==> src/rtl/aud_pkg.sv <==
// Shared types and constants for the AUD remote-memory-master arbiter.
package aud_pkg;

  localparam int unsigned AUD_ADDR_W = 32;
  localparam int unsigned AUD_DATA_W = 32;

  // Size codes: beats = 1 << size nibbles
  localparam logic [1:0] AUD_SZ_NIB1 = 2'd0;
  localparam logic [1:0] AUD_SZ_NIB2 = 2'd1;
  localparam logic [1:0] AUD_SZ_NIB4 = 2'd2;
  localparam logic [1:0] AUD_SZ_NIB8 = 2'd3;

  typedef enum logic [2:0] {
    StIdle,
    StIssue,
    StWaitStart,
    StWaitDone,
    StResp
  } aud_arb_state_e;

  function automatic int unsigned aud_idx_w(input int unsigned n);
    return (n > 1) ? $clog2(n) : 1;
  endfunction

endpackage

==> src/rtl/aud_rr_arb.sv <==
// Round-robin priority pick: first set request searching upward from ptr_i, modulo NUM_REQ.
module aud_rr_arb #(
  parameter int unsigned NUM_REQ = 2,
  parameter int unsigned IDX_W   = 1
) (
  input  logic [NUM_REQ-1:0] req_i,
  input  logic [IDX_W-1:0]   ptr_i,
  output logic [NUM_REQ-1:0] gnt_o,
  output logic [IDX_W-1:0]   idx_o,
  output logic               vld_o
);

  always_comb begin
    int unsigned k;
    k     = 0;
    gnt_o = '0;
    idx_o = '0;
    vld_o = 1'b0;
    for (int unsigned i = 0; i < NUM_REQ; i++) begin
      k = 32'(ptr_i) + i;
      if (k >= NUM_REQ) k = k - NUM_REQ;
      if (!vld_o && req_i[k]) begin
        vld_o    = 1'b1;
        gnt_o[k] = 1'b1;
        idx_o    = IDX_W'(k);
      end
    end
  end

endmodule

==> src/rtl/aud_rmm_arb.sv <==
// Round-robin arbiter sharing one aud_rmm between NUM_REQ requesters.
// Define AUD_RMM_ARB_TIMEOUT_EN to enable the per-transaction watchdog and rmm_abort_o.
module aud_rmm_arb
  import aud_pkg::*;
#(
  parameter int unsigned NUM_REQ     = 2,
  parameter int unsigned TIMEOUT_CYC = 4096
) (
  input  logic                         clk_i,
  input  logic                         rst_ni,
  input  logic [NUM_REQ-1:0]           req_i,
  input  logic [NUM_REQ-1:0]           we_i,
  input  logic [AUD_ADDR_W*NUM_REQ-1:0] addr_i,
  input  logic [AUD_DATA_W*NUM_REQ-1:0] wdata_i,
  input  logic [2*NUM_REQ-1:0]         size_i,
  output logic [NUM_REQ-1:0]           gnt_o,
  output logic [NUM_REQ-1:0]           ack_o,
  output logic [AUD_DATA_W-1:0]        rdata_o,
  output logic                         err_o,
  output logic                         busy_o,
  output logic [AUD_ADDR_W-1:0]        rmm_addr_o,
  output logic [AUD_DATA_W-1:0]        rmm_data_o,
  output logic [1:0]                   rmm_size_o,
  output logic                         rmm_we_o,
  output logic                         rmm_re_o,
  input  logic [AUD_DATA_W-1:0]        rmm_data_i,
  input  logic                         rmm_err_i,
  input  logic                         rmm_idle_i,
  output logic                         rmm_abort_o
);

  localparam int unsigned IdxW = aud_idx_w(NUM_REQ);

  aud_arb_state_e state_q, state_d;

  logic [IdxW-1:0]       rr_ptr_q, rr_next, owner_q, pick_idx;
  logic [NUM_REQ-1:0]    pick_gnt, owner_oh_q;
  logic                  pick_vld, start, timeout;
  logic                  sel_we, we_q;
  logic [AUD_ADDR_W-1:0] sel_addr, addr_q;
  logic [AUD_DATA_W-1:0] sel_wdata, wdata_q, rdata_q;
  logic [1:0]            sel_size, size_q;
  logic                  err_q, rmm_we_q, rmm_re_q;

  aud_rr_arb #(
    .NUM_REQ (NUM_REQ),
    .IDX_W   (IdxW)
  ) u_rr_arb (
    .req_i (req_i),
    .ptr_i (rr_ptr_q),
    .gnt_o (pick_gnt),
    .idx_o (pick_idx),
    .vld_o (pick_vld)
  );

  // No grant while the rmm is still busy from elsewhere
  assign start = (state_q == StIdle) && pick_vld && rmm_idle_i;

  always_comb begin
    sel_we    = 1'b0;
    sel_addr  = '0;
    sel_wdata = '0;
    sel_size  = '0;
    for (int k = 0; k < NUM_REQ; k++) begin
      if (pick_gnt[k]) begin
        sel_we    = we_i[k];
        sel_addr  = addr_i[k*AUD_ADDR_W +: AUD_ADDR_W];
        sel_wdata = wdata_i[k*AUD_DATA_W +: AUD_DATA_W];
        sel_size  = size_i[k*2 +: 2];
      end
    end
  end

  assign rr_next = (owner_q == IdxW'(NUM_REQ - 1)) ? '0 : owner_q + IdxW'(1);

`ifdef AUD_RMM_ARB_TIMEOUT_EN
  logic [15:0] tmo_cnt_q;
  logic        waiting;

  assign waiting = (state_q == StWaitStart) || (state_q == StWaitDone);
  assign timeout = waiting && (tmo_cnt_q == 16'(TIMEOUT_CYC - 1));

  always_ff @(posedge clk_i or negedge rst_ni) begin
    if (!rst_ni) begin
      tmo_cnt_q <= '0;
    end else if (waiting && !timeout) begin
      tmo_cnt_q <= tmo_cnt_q + 16'd1;
    end else begin
      tmo_cnt_q <= '0;
    end
  end
`else
  assign timeout = 1'b0;
`endif

  // State register
  always_ff @(posedge clk_i or negedge rst_ni) begin
    if (!rst_ni) begin
      state_q <= StIdle;
    end else begin
      state_q <= state_d;
    end
  end

  // Next-state logic
  always_comb begin
    state_d = state_q;
    unique case (state_q)
      StIdle:      if (start) state_d = StIssue;
      StIssue:     state_d = StWaitStart;
      StWaitStart: begin
        if (timeout)          state_d = StResp;
        else if (!rmm_idle_i) state_d = StWaitDone;
      end
      StWaitDone:  if (rmm_idle_i || timeout) state_d = StResp;
      StResp:      state_d = StIdle;
      default:     state_d = StIdle;
    endcase
  end

  // Transaction datapath
  always_ff @(posedge clk_i or negedge rst_ni) begin
    if (!rst_ni) begin
      rr_ptr_q   <= '0;
      owner_q    <= '0;
      owner_oh_q <= '0;
      we_q       <= 1'b0;
      addr_q     <= '0;
      wdata_q    <= '0;
      size_q     <= '0;
      rdata_q    <= '0;
      err_q      <= 1'b0;
      rmm_we_q   <= 1'b0;
      rmm_re_q   <= 1'b0;
    end else begin
      rmm_we_q <= (state_q == StIssue) && we_q;
      rmm_re_q <= (state_q == StIssue) && !we_q;
      if (start) begin
        owner_q    <= pick_idx;
        owner_oh_q <= pick_gnt;
        we_q       <= sel_we;
        addr_q     <= sel_addr;
        wdata_q    <= sel_wdata;
        size_q     <= sel_size;
      end
      if ((state_q == StWaitDone) && rmm_idle_i) begin
        rdata_q <= we_q ? '0 : rmm_data_i;
        err_q   <= rmm_err_i;
      end else if (timeout) begin
        rdata_q <= '0;
        err_q   <= 1'b1;
      end
      if (state_q == StResp) rr_ptr_q <= rr_next;
    end
  end

  // Outputs
  always_comb begin
    gnt_o       = '0;
    ack_o       = '0;
    rdata_o     = '0;
    err_o       = 1'b0;
    busy_o      = (state_q != StIdle);
    rmm_abort_o = timeout;
    if (state_q == StIssue) gnt_o = owner_oh_q;
    if (state_q == StResp) begin
      ack_o   = owner_oh_q;
      rdata_o = rdata_q;
      err_o   = err_q;
    end
  end

  assign rmm_addr_o = addr_q;
  assign rmm_data_o = wdata_q;
  assign rmm_size_o = size_q;
  assign rmm_we_o   = rmm_we_q;
  assign rmm_re_o   = rmm_re_q;

endmodule
==> config.mk <==
export PLATFORM = sky130hd
export DESIGN_NAME = aud_rmm_arb
export DESIGN_NICKNAME = d
export VERILOG_FILES = /design/src/rtl/aud_pkg.sv /design/src/rtl/aud_rr_arb.sv /design/src/rtl/aud_rmm_arb.sv
export SDC_FILE = /design/constraint.sdc
export NUM_CORES = 1
export LEC_CHECK = 0
export ABC_AREA = 1
export ABC_CLOCK_PERIOD_IN_PS = 1700
export BUFFER_PORTS_ARGS = -buffer_cell sky130_fd_sc_hd__clkbuf_2
export CAP_MARGIN = 10
export CELL_PAD_IN_SITES_DETAIL_PLACEMENT = 1
export CELL_PAD_IN_SITES_GLOBAL_PLACEMENT = 1
export CORE_UTILIZATION = 31
export DETAILED_ROUTE_END_ITERATION = 16
export PLACE_DENSITY_LB_ADDON = 0.1
export SLEW_MARGIN = 30
export SYNTH_ARGS = -nofsm -noshare
export SYNTH_HDL_FRONTEND = slang
export SYNTH_SLANG_ARGS = --single-unit
==> constraint.sdc <==
create_clock -name clk_i -period 1.7 [get_ports clk_i]
set_input_delay 0.17 -clock clk_i [delete_from_list [all_inputs] [get_ports clk_i]]
set_output_delay 0.17 -clock clk_i [all_outputs]
set_load 0.02 [all_outputs]
==> impl_results.md, run 1 <==
* Buffers on Ports at 277
* Die ar. at 0.0187 mm²
* Share of Yosys cell area claimed by the top area cell type at 48.6%
* Number of max-cap violations at 0
* Worst Skew at 0.00645 ns
* DR WL/cell at 15.1 µm
* Post-layout util at 43.6%
* Antenna violations before repair at 0
* First-pass GRT wire length at 30600 µm
* Total negative slack at 0 ns
* Slowest stage delay, CP at 0.43 ns
* FMAX at 0.612 GHz
* Mux cell area share after synthesis at 0%
* Root buffer cell: clkbuf_16
* Worst skew pair latency at 0.36 ns
* Simple logic cell fraction of the synthesized area at 39.1%
* Mapped Area at 0.00562 mm²
* CTS Buf Count at 9
* CTS tree: yes
* Final setup fails at 0
* HP Class: input port to flip-flop
* Max FO, Critical Path at 7
* Rows at 48
* Overflow after GRT at 0
* Minimum clock period at 1.63 ns
* Critical path buffers and inverters at 2
* Post-synthesis sequential area ratio at 48.6%
* Area share of fa/ha/maj cells after synthesis at 0%
* Xor/xnor share of the synthesized area at 0%
* Min-Delay Endpoint: rdata_q[31]$_DFFE_PN0P_
* Hold Crit Start: rmm_data_i[31]
* Routed Antenna Nets at 0
* Via count at 5888
* Pre-Repair DR Iteration Count at 4
* CP Capture Type: output pin
* Most common cell after layout, fill and taps aside: nand2_1
* Clk sinks at 109
* GRT Overall Usage at 21.1%
* Initial Util at 32.1%
* Reg2reg path depth at 7
* Worst Path Required at 1.53 ns
* Crit start category: flip-flop
* Unrepaired setup endpoints after global routing: true
* DRT iter0 DRCs at 237
* # fillers at 2291
* Area delta synth->final at 35.7%
* Leakage at 4.51 nW
* Syn Area/Cell at 7.15 µm²
* GP Congestion at 0.732
* VDD IR max at 724 µV
* Largest net degree at the start of global routing at 66
* Area of the multi-input gates at 0.00242 mm²
* Reg-to-Reg Start: state_q[2]$_DFFE_PN0P_
* CP Data Arrival Time at 1.46 ns
* Share of layout cells above drive strength 1 at 31.4%
* Most frequent cells in the layout: nand2_1 (344), clkbuf_2 (247), nand3_1 (136)
* Synthesized netlist net count at 957
* Residual DRC count at 0
* Post-synth top area cell: dfrtp_1
* Yosys warns at 0
* Compound-Gate Fraction of Synth Area at 3.57%
* Core area at 0.0175 mm²
* Worst path cell trace: nor2_1 > nand2_2 > clkbuf_4 > nor2_1 > clkbuf_2
* Run status: complete, no violations
* Most Frequent Cell on Critical Path: nor2_1
* Slowest CP cell: dfrtp_1
* Cells after Synth at 785
* Chip width at 137 µm
* Dominant delay contributor by cell family on the critical path: flip-flops
* Pwr per Cell Area at 1500 mW/mm²
* Hold Path Cell Cnt at 3
* DP HPWL at 13800 µm
* Crit Reg-Reg Endpoint: rmm_addr_o[8]$_DFFE_PN0P_
* Number of global-route vias before repair at 6047
* Longest Clk Path Bufs at 2
* Kind of critical path: flip-flop to output pin
* Slew Viols, Final at 0
* H-tree level count at 3
* Ant. Diodes at 0
* Synth Register Bits at 109
* Largest family of logic cells by synthesized area: simple AND/OR/NAND/NOR gates
* Final hold vios at 0
* Clock-pin transition on the worst setup and hold timing paths at 0.08 ns
* Nets at 1210
* Tcrit/Tclk final at 96.2%
* Routed WL at 19200 µm
* Main area contributors after synthesis: dfrtp_1 (49%), nand2_1 (23%), nand3_1 (12%)
* Routed vias/inst at 4.64
* Distinct cell type count of the synthesized netlist at 19
* FF-to-FF setup slack at 0.31 ns
* Reg area at 0.00273 mm²
* Ports at 279
* Chip height at 137 µm
==> worst register-to-register path: stages, from the launching register on <==
cell,delay [ns]
dfrtp_1,0.45
nor2_4,0.19
nand2_4,0.09
inv_1,0.07
nand2_2,0.06
buf_4,0.25
nand2_1,0.12
nand2_1,0.05
==> cells by family (layout without fill, tap and decap cells) <==
group / count (synthesis) / in the layout
and+or+nand+nor: 533 / 533
DFF: 109 / 109
buffers and inverters: 102 / 360
AOI/OAI and AO/OA: 40 / 40
other: 1 / 1
==> worst max-delay path by stage <==
stage | start | endpoint | slack, ns | cells past startpoint
after floorplan | state_q[0]$_DFFE_PN0P_ | rdata_o[10] | 0.38 | 4
after global placement | req_i[0] | rmm_addr_o[10]$_DFFE_PN0P_ | 0.35 | 6
after detailed placement | req_i[1] | rmm_data_o[3]$_DFFE_PN0P_ | 0.31 | 7
after CTS | state_q[0]$_DFFE_PN0P_ | ack_o[0] | 0.01 | 5
after global routing | state_q[1]$_DFFE_PN0P_ | gnt_o[0] | -0.03 | 4
final | state_q[0]$_DFFE_PN0P_ | rdata_o[11] | 0.07 | 5
==> synth_stat cells <==
cell type  number
dfrtp_1       109
o21ai_0        14
nand2_1       348
o21ai_1        25
nor2_1         44
nor2_4          2
clkbuf_1       15
nand2_4         1
buf_2          31
nor2_2          1
inv_1          43
inv_2           1
buf_4           3
nand2_2         1
nand3_1       136
buf_1           2
buf_6           7
conb_1          1
a21oi_1         1
==> metal layers <==
layer  routed length (µm)  vias up  global-route usage [%]
met2                 9020      163                    35.4
met4                  215        0                    6.60
met3                 1220       13                    4.30
met5                    0        -                       0
met1                 8740     2763                    27.0
li1                     -     2949                       -
==> report_power, final <==
group	internal [W]	switching [W]	total, W
Sequential	0.00373	0.000639	0.00437
Clock	0.000999	0.00103	0.00203
Combinational	0.00172	0.00330	0.00503
Total	0.00645	0.00497	0.0114
==> registers in the layout (all words and copies together) (netlist names), 2 cells and up <==
| signal | count |
|---|---|
| owner_oh_q | 2 |
| rmm_size_o | 2 |
| rmm_addr_o | 32 |
| rmm_data_o | 32 |
| state_q | 3 |
| rdata_q | 32 |
==> per-stage QoR <==
stage	cell area (µm²)	hold slack [ns]	setup slack [ns]	instances	power, W
floorplan	5620	-0.126	0.379	785	0.00757
global placement	7250	0.155	0.349	1249	0.00934
detailed placement	7250	0.161	0.308	1249	0.00948
CTS	7540	0.0296	0.00968	1266	0.0116
global route	7620	0.0471	-0.0347	1268	0.0124
finish	7620	0.0403	0.0651	1268	0.0114
==> cell type report <==
cell class                      instances  area share [%]
Clock buffer                            9            2.96
Clock inverter                          7           0.657
Inverter                               44            2.17
Multi-Input combinational cell        574            31.8
Sequential cell                       109            35.8
Tap cell                              225            3.69
Timing Repair Buffer                  300            23.0
==> repair_timing <==
action                                  CTS  global route
cloned                                    0             1
hold endpoints to repair                 29             0
hold buffers                              1             0
setup buffers                             0             1
resized for setup                         4            53
endpoints found under the setup margin    7            29
pin swaps                                 0             1
(Power assumes the default switching activity.)
==> run 2: changes to the inputs <==
--- a/config.mk
+++ b/config.mk
@@ -13,8 +13,9 @@
 export CELL_PAD_IN_SITES_GLOBAL_PLACEMENT = 1
 export CORE_UTILIZATION = 31
 export DETAILED_ROUTE_END_ITERATION = 16
+export GPL_TIMING_DRIVEN = 0
 export PLACE_DENSITY_LB_ADDON = 0.1
-export SLEW_MARGIN = 30
+export SLEW_MARGIN = 20
 export SYNTH_ARGS = -nofsm -noshare
 export SYNTH_HDL_FRONTEND = slang
 export SYNTH_SLANG_ARGS = --single-unit
==> run 2 against run 1 <==
Largest cell class unchanged. Global-route usage grew 0.75 points. Highest routed layer unchanged. Sequential share of layout area decreased by 0.44 points. Fmax is 0.13% lower. Critical path depth stayed put. Clock skew is essentially flat.
==> impl_results.md, run 2 (same netlist as run 1, synthesis figures left out) <==
* CP startpoint: state_q[1]$_DFFE_PN0P_
* Initial Util at 32.1% (unchanged)
* Slew of the pin with the lowest slew margin at 0.677 ns
* Worst Path Required at 1.53 ns (about the same)
* Rows at 48 (unchanged)
* Total negative slack at 0 ns (unchanged)
* Leakage at 4.58 nW (+1.7%)
* Crit start category: flip-flop
* H-tree level count at 3 (unchanged)
* Overflow after GRT at 0 (unchanged)
* Clock-pin transition on the worst setup and hold timing paths at 0.08 ns (about the same)
* Root buffer cell: clkbuf_16
* HP Class: input port to flip-flop
* Worst Skew at 0.00634 ns (-0.000109 ns)
* Antenna violations before repair at 0 (unchanged)
* Slew Viols, Final at 0 (unchanged)
* Crit Reg-Reg Endpoint: rmm_addr_o[1]$_DFFE_PN0P_
* Hold Crit Start: rmm_data_i[15]
* Area delta synth->final at 37.4%
* Chip width at 137 µm (unchanged)
* DRT iter0 DRCs at 188 (-21%)
* Clk sinks at 109 (unchanged)
* Pwr per Cell Area at 1500 mW/mm² (+0.17%)
* Buffers on Ports at 275 (-0.72%)
* Via count at 6109 (+3.8%)
* Final hold vios at 0 (unchanged)
* Residual DRC count at 0 (unchanged)
* Post-placement cell area at 0.00731 mm² (+0.85%)
* VDD IR max at 563 µV (-22%)
* Nets at 1249 (+3.2%)
* Number of max-cap violations at 0 (unchanged)
* Final setup fails at 0 (unchanged)
* DR WL/cell at 15.1 µm (-0.14%)
* # fillers at 2337 (+2.0%)
* Ports at 279 (unchanged)
* Chip height at 137 µm (unchanged)
* Hold WS at 0.0435 ns (+0.00319 ns)
* Run status: complete, no violations
* Relative slew slack at 54.9%
* Core area at 0.0175 mm² (unchanged)
* Minimum clock period at 1.64 ns (+0.00211 ns)
* Reg-to-Reg Start: state_q[0]$_DFFE_PN0P_
* Largest net degree at the start of global routing at 61 (-7.6%)
* CP Capture Type: output pin
* Tcrit/Tclk final at 96.3% (+0.12 points)
* Min-Delay Endpoint: rdata_q[15]$_DFFE_PN0P_
* First-pass GRT wire length at 31600 µm (+3.2%)
* CTS Buf Count at 9 (unchanged)
* Post-layout util at 44.1% (+0.54 points)
* GP Congestion at 0.764 (+4.4%)
* Pre-Repair DR Iteration Count at 4 (unchanged)
* Reg2reg path depth at 8 (+1)
* FMAX at 0.611 GHz (-0.13%)
* Share of layout cells above drive strength 1 at 32.4% (+0.99 points)
* Routed WL at 19800 µm (+2.9%)
* Routed Antenna Nets at 0 (unchanged)
* Worst skew pair latency at 0.35 ns (about the same)
* Most frequent cells in the layout: nand2_1 (346), clkbuf_2 (260), nand3_1 (135)
* Ant. Diodes at 0 (unchanged)
* DP HPWL at 15200 µm (+9.8%)
* FF-to-FF setup slack at 0.17 ns (-0.14 ns)
* Longest Clk Path Bufs at 2 (unchanged)
* Unrepaired setup endpoints after global routing: false
* Most common cell after layout, fill and taps aside: nand2_1
* Number of global-route vias before repair at 6216 (+2.8%)
* Kind of critical path: flip-flop to output pin
* CTS tree: yes
* GRT Overall Usage at 21.8% (+0.75 points)
* CP Data Arrival Time at 1.47 ns (about the same)
* Die ar. at 0.0187 mm² (unchanged)
* Hold Path Cell Cnt at 3 (unchanged)
* Max FO, Critical Path at 6 (-1)
* Final Instance Area at 0.00771 mm² (+1.2%)
* Routed vias/inst at 4.67 (+0.66%)
==> run 2: repair_timing <==
item	in CTS	in global routing
hold buffers	1	0
setup buffers	4	0
endpoints found under the hold margin	49	0
endpoints found under the setup margin	35	37
gates resized for setup	19	17
==> run 2: cell type report <==
type,count,area [µm²],share of cell area [%]
plain buffers,58,342,4.43
well taps,225,282,3.65
clock buffers,12,256,3.32
multi-input cells,574,2430,31.5
inverters,44,165,2.14
flip-flops and latches,109,2730,35.4
repair buffers,281,1480,19.2
clock inverters,4,30.0,0.389
==> run 2: worst max-delay path by stage <==
stage	endpoint	slack (ns)
2_1_floorplan	rdata_o[10]	0.38
3_3_place_gp	rmm_data_o[7]$_DFFE_PN0P_	-1.30
3_5_place_dp	rdata_o[30]	0.11
4_1_cts	rdata_o[5]	-0.002
5_1_grt	rdata_o[1]	0.0003
6_report	ack_o[1]	0.06
==> run 2: power breakdown <==
part           switching, W  internal (W)
Combinational       0.00336       0.00176
Sequential         0.000638       0.00373
Clock               0.00101       0.00109
Total               0.00501       0.00657
==> run 2: through the flow <==
step                cells  setup slack [ns]  power (W)
CTS                  1307          -0.00205     0.0117
floorplan             785             0.379    0.00757
detailed placement   1286             0.112    0.00951
finish               1307            0.0630     0.0116
global route         1307          0.000322     0.0125
global placement     1285             -1.30    0.00934
==> run 2: worst max-delay path, cell delays in order (launching register included) <==
cell,delay [ns]
dfrtp_1,0.42
nor2_2,0.14
nand2_4,0.10
buf_4,0.17
nor2_2,0.11
clkbuf_4,0.18
==> run 2: per-layer routing <==
metal,global-route usage [%],wire length (µm)
met1,27.8,8610
met2,36.8,9620
met3,4.70,1290
met4,6.67,233
met5,0,0
==> run 3: changes to the inputs <==
--- a/config.mk
+++ b/config.mk
@@ -14,7 +14,7 @@
 export CORE_UTILIZATION = 31
 export DETAILED_ROUTE_END_ITERATION = 16
 export GPL_TIMING_DRIVEN = 0
-export PLACE_DENSITY_LB_ADDON = 0.1
+export PLACE_DENSITY = 0.77
 export SLEW_MARGIN = 20
 export SYNTH_ARGS = -nofsm -noshare
 export SYNTH_HDL_FRONTEND = slang
==> run 3 against run 2 <==
Sequential power hardly changed. Combinational power hardly changed. First-iteration DRC count is 18% lower. Largest cell class unchanged. Highest routed layer unchanged.
==> impl_results.md, run 3 (same netlist as run 1, synthesis figures left out) <==
* Clk sinks at 109 (unchanged)
* Die ar. at 0.0187 mm² (unchanged)
* Slew Viols, Final at 0 (unchanged)
* Number of max-cap violations at 0 (unchanged)
* FMAX at 0.605 GHz (-0.88%)
* Unrepaired setup endpoints after global routing: false
* Overflow after GRT at 0 (unchanged)
* Longest Clk Path Bufs at 2 (unchanged)
* First-pass GRT wire length at 32300 µm (+2.1%)
* Top sig layer: met4
* Leakage at 4.60 nW (+0.34%)
* Total negative slack at 0 ns (unchanged)
* Chip width at 137 µm (unchanged)
* Core area at 0.0175 mm² (unchanged)
* Area delta synth->final at 37.5%
* Initial Util at 32.1% (unchanged)
* Post-layout util at 44.2% (+0.050 points)
* Run status: complete, no violations
* VDD IR max at 549 µV (-2.3%)
* Final hold vios at 0 (unchanged)
* Worst Skew at 0.00468 ns (-0.00165 ns)
* DRT iter0 DRCs at 155 (-18%)
* Routed WL at 20300 µm (+2.9%)
* Worst Path Required at 1.53 ns (about the same)
* GRT Overall Usage at 22.5% (+0.72 points)
* Pwr per Cell Area at 1520 mW/mm² (+1.5%)
* CP Capture Type: output pin
* Largest net degree at the start of global routing at 66 (+8.2%)
* Hold Crit Start: rmm_err_i
* CP Data Arrival Time at 1.48 ns (about the same)
* Pre-CTS setup slack at 0.0911 ns (-0.0206 ns)
* GP Congestion at 0.787 (+3.1%)
* Buffers on Ports at 275 (unchanged)
* # fillers at 2321 (-0.68%)
* Antenna violations before repair at 0 (unchanged)
* Pre-Repair DR Iteration Count at 4 (unchanged)
* Residual DRC count at 0 (unchanged)
* Met3 WL at 1700 µm (+31%)
* Met2 WL at 10100 µm (+5.2%)
* Met1 wire length at 8230 µm (-4.4%)
* H-tree level count at 3 (unchanged)
* Crit start category: flip-flop
* Most frequent cells in the layout: nand2_1 (347), clkbuf_2 (260), nand3_1 (135)
* Number of global-route vias before repair at 6215 (-0.016%)
* Hold WS at 0.0371 ns (-0.00644 ns)
* Ant. Diodes at 0 (unchanged)
* Nets at 1251 (+0.16%)
* HP Class: input port to flip-flop
* Setup WS post-layout at 0.0484 ns (-0.0146 ns)
* Tcrit/Tclk final at 97.2% (+0.86 points)
* Clock-pin transition on the worst setup and hold timing paths at 0.07 ns (about the same)
* Via count at 6100 (-0.15%)
* CTS Buf Count at 9 (unchanged)
* DP HPWL at 15800 µm (+4.0%)
* Routed Antenna Nets at 0 (unchanged)
* Max FO, Critical Path at 5 (-1)
* Worst skew pair latency at 0.35 ns (about the same)
* Rows at 48 (unchanged)
* Reg-to-Reg Start: state_q[0]$_DFFE_PN0P_
* Ports at 279 (unchanged)
* CP startpoint: state_q[0]$_DFFE_PN0P_
* Slew of the pin with the lowest slew margin at 0.669 ns (-0.00734 ns)
* Final setup fails at 0 (unchanged)
* Chip height at 137 µm (unchanged)
* Minimum clock period at 1.65 ns (+0.0146 ns)
* Root buffer cell: clkbuf_16
* Routed vias/inst at 4.66 (-0.30%)
* Share of layout cells above drive strength 1 at 32.1% (-0.34 points)
* DR WL/cell at 15.5 µm (+2.8%)
* Relative slew slack at 55.4% (+0.49 points)
* Kind of critical path: flip-flop to output pin
* CTS tree: yes
* Most common cell after layout, fill and taps aside: nand2_1
-- run 3: cell types whose count changed in the layout (fill, tap and decap cells not counted), moves of 2 or more --
cell / change
buf_6: -2
inv_6: -2
buf_4: +3
clkbuf_4: -6
buf_2: +6
nor2_1: +5
nor2_2: -6
-- run 3: path summary, 6_finish.rpt --
path,endpoint,slack (ns),cells after the start
setup / recovery,rdata_o[8],0.05,5
hold / removal,err_q$_DFFE_PN0P_,0.04,3
setup reg to reg,rmm_data_o[26]$_DFFE_PN0P_,0.16,8
hold reg to reg,rr_ptr_q$_DFFE_PN0N_,0.46,1
max in group asynchronous,rmm_addr_o[9]$_DFFE_PN0P_,0.72,3
min in group asynchronous,rdata_q[15]$_DFFE_PN0P_,0.31,2
-- run 3: critical path: stages, from the launching register on --
cell and delay (ns):
dfrtp_1 0.42, nor2_4 0.16, nand2_4 0.10, buf_2 0.17
nor2_1 0.11, clkbuf_2 0.18
-- run 3: stage by stage --
stage,total power [W],cell area [µm²],std cells
2_1_floorplan,0.00757,5620,785
3_3_place_gp,0.00937,7270,1285
3_5_place_dp,0.00955,7310,1286
4_1_cts,0.0119,7700,1309
5_1_grt,0.0127,7720,1309
6_report,0.0118,7720,1309
-- run 3: layer usage --
metal | vias up | track usage, %
met5 | - | 0
met4 | 0 | 5.68
met3 | 19 | 6.85
met2 | 202 | 39.9
met1 | 2843 | 26.2
li1 | 3036 | -
-- run 3: layout make-up --
| type | count | area, µm² | share of cell area, % |
|---|---|---|---|
| tap | 225 | 282 | 3.64 |
| sequential | 109 | 2730 | 35.3 |
| multi-input combinational | 575 | 2430 | 31.4 |
| timing repair buffer | 282 | 1470 | 19.1 |
| inverter | 44 | 165 | 2.14 |
| clock buffer | 13 | 270 | 3.50 |
| buffer | 58 | 334 | 4.33 |
| clock inverter | 3 | 42.5 | 0.551 |
-- run 3: repair_timing --
action                     CTS  global route
hold buffers                 1             0
gates cloned                 2             0
gates resized for setup      9            23
setup endpoints to repair   35            38
hold endpoints to repair    44             0
setup buffers                4             0
pin swaps                    0             1
-- run 3: power by group --
group	internal (W)	switching, W
clock network	0.00126	0.000959
registers	0.00373	0.000662
logic	0.00175	0.00340
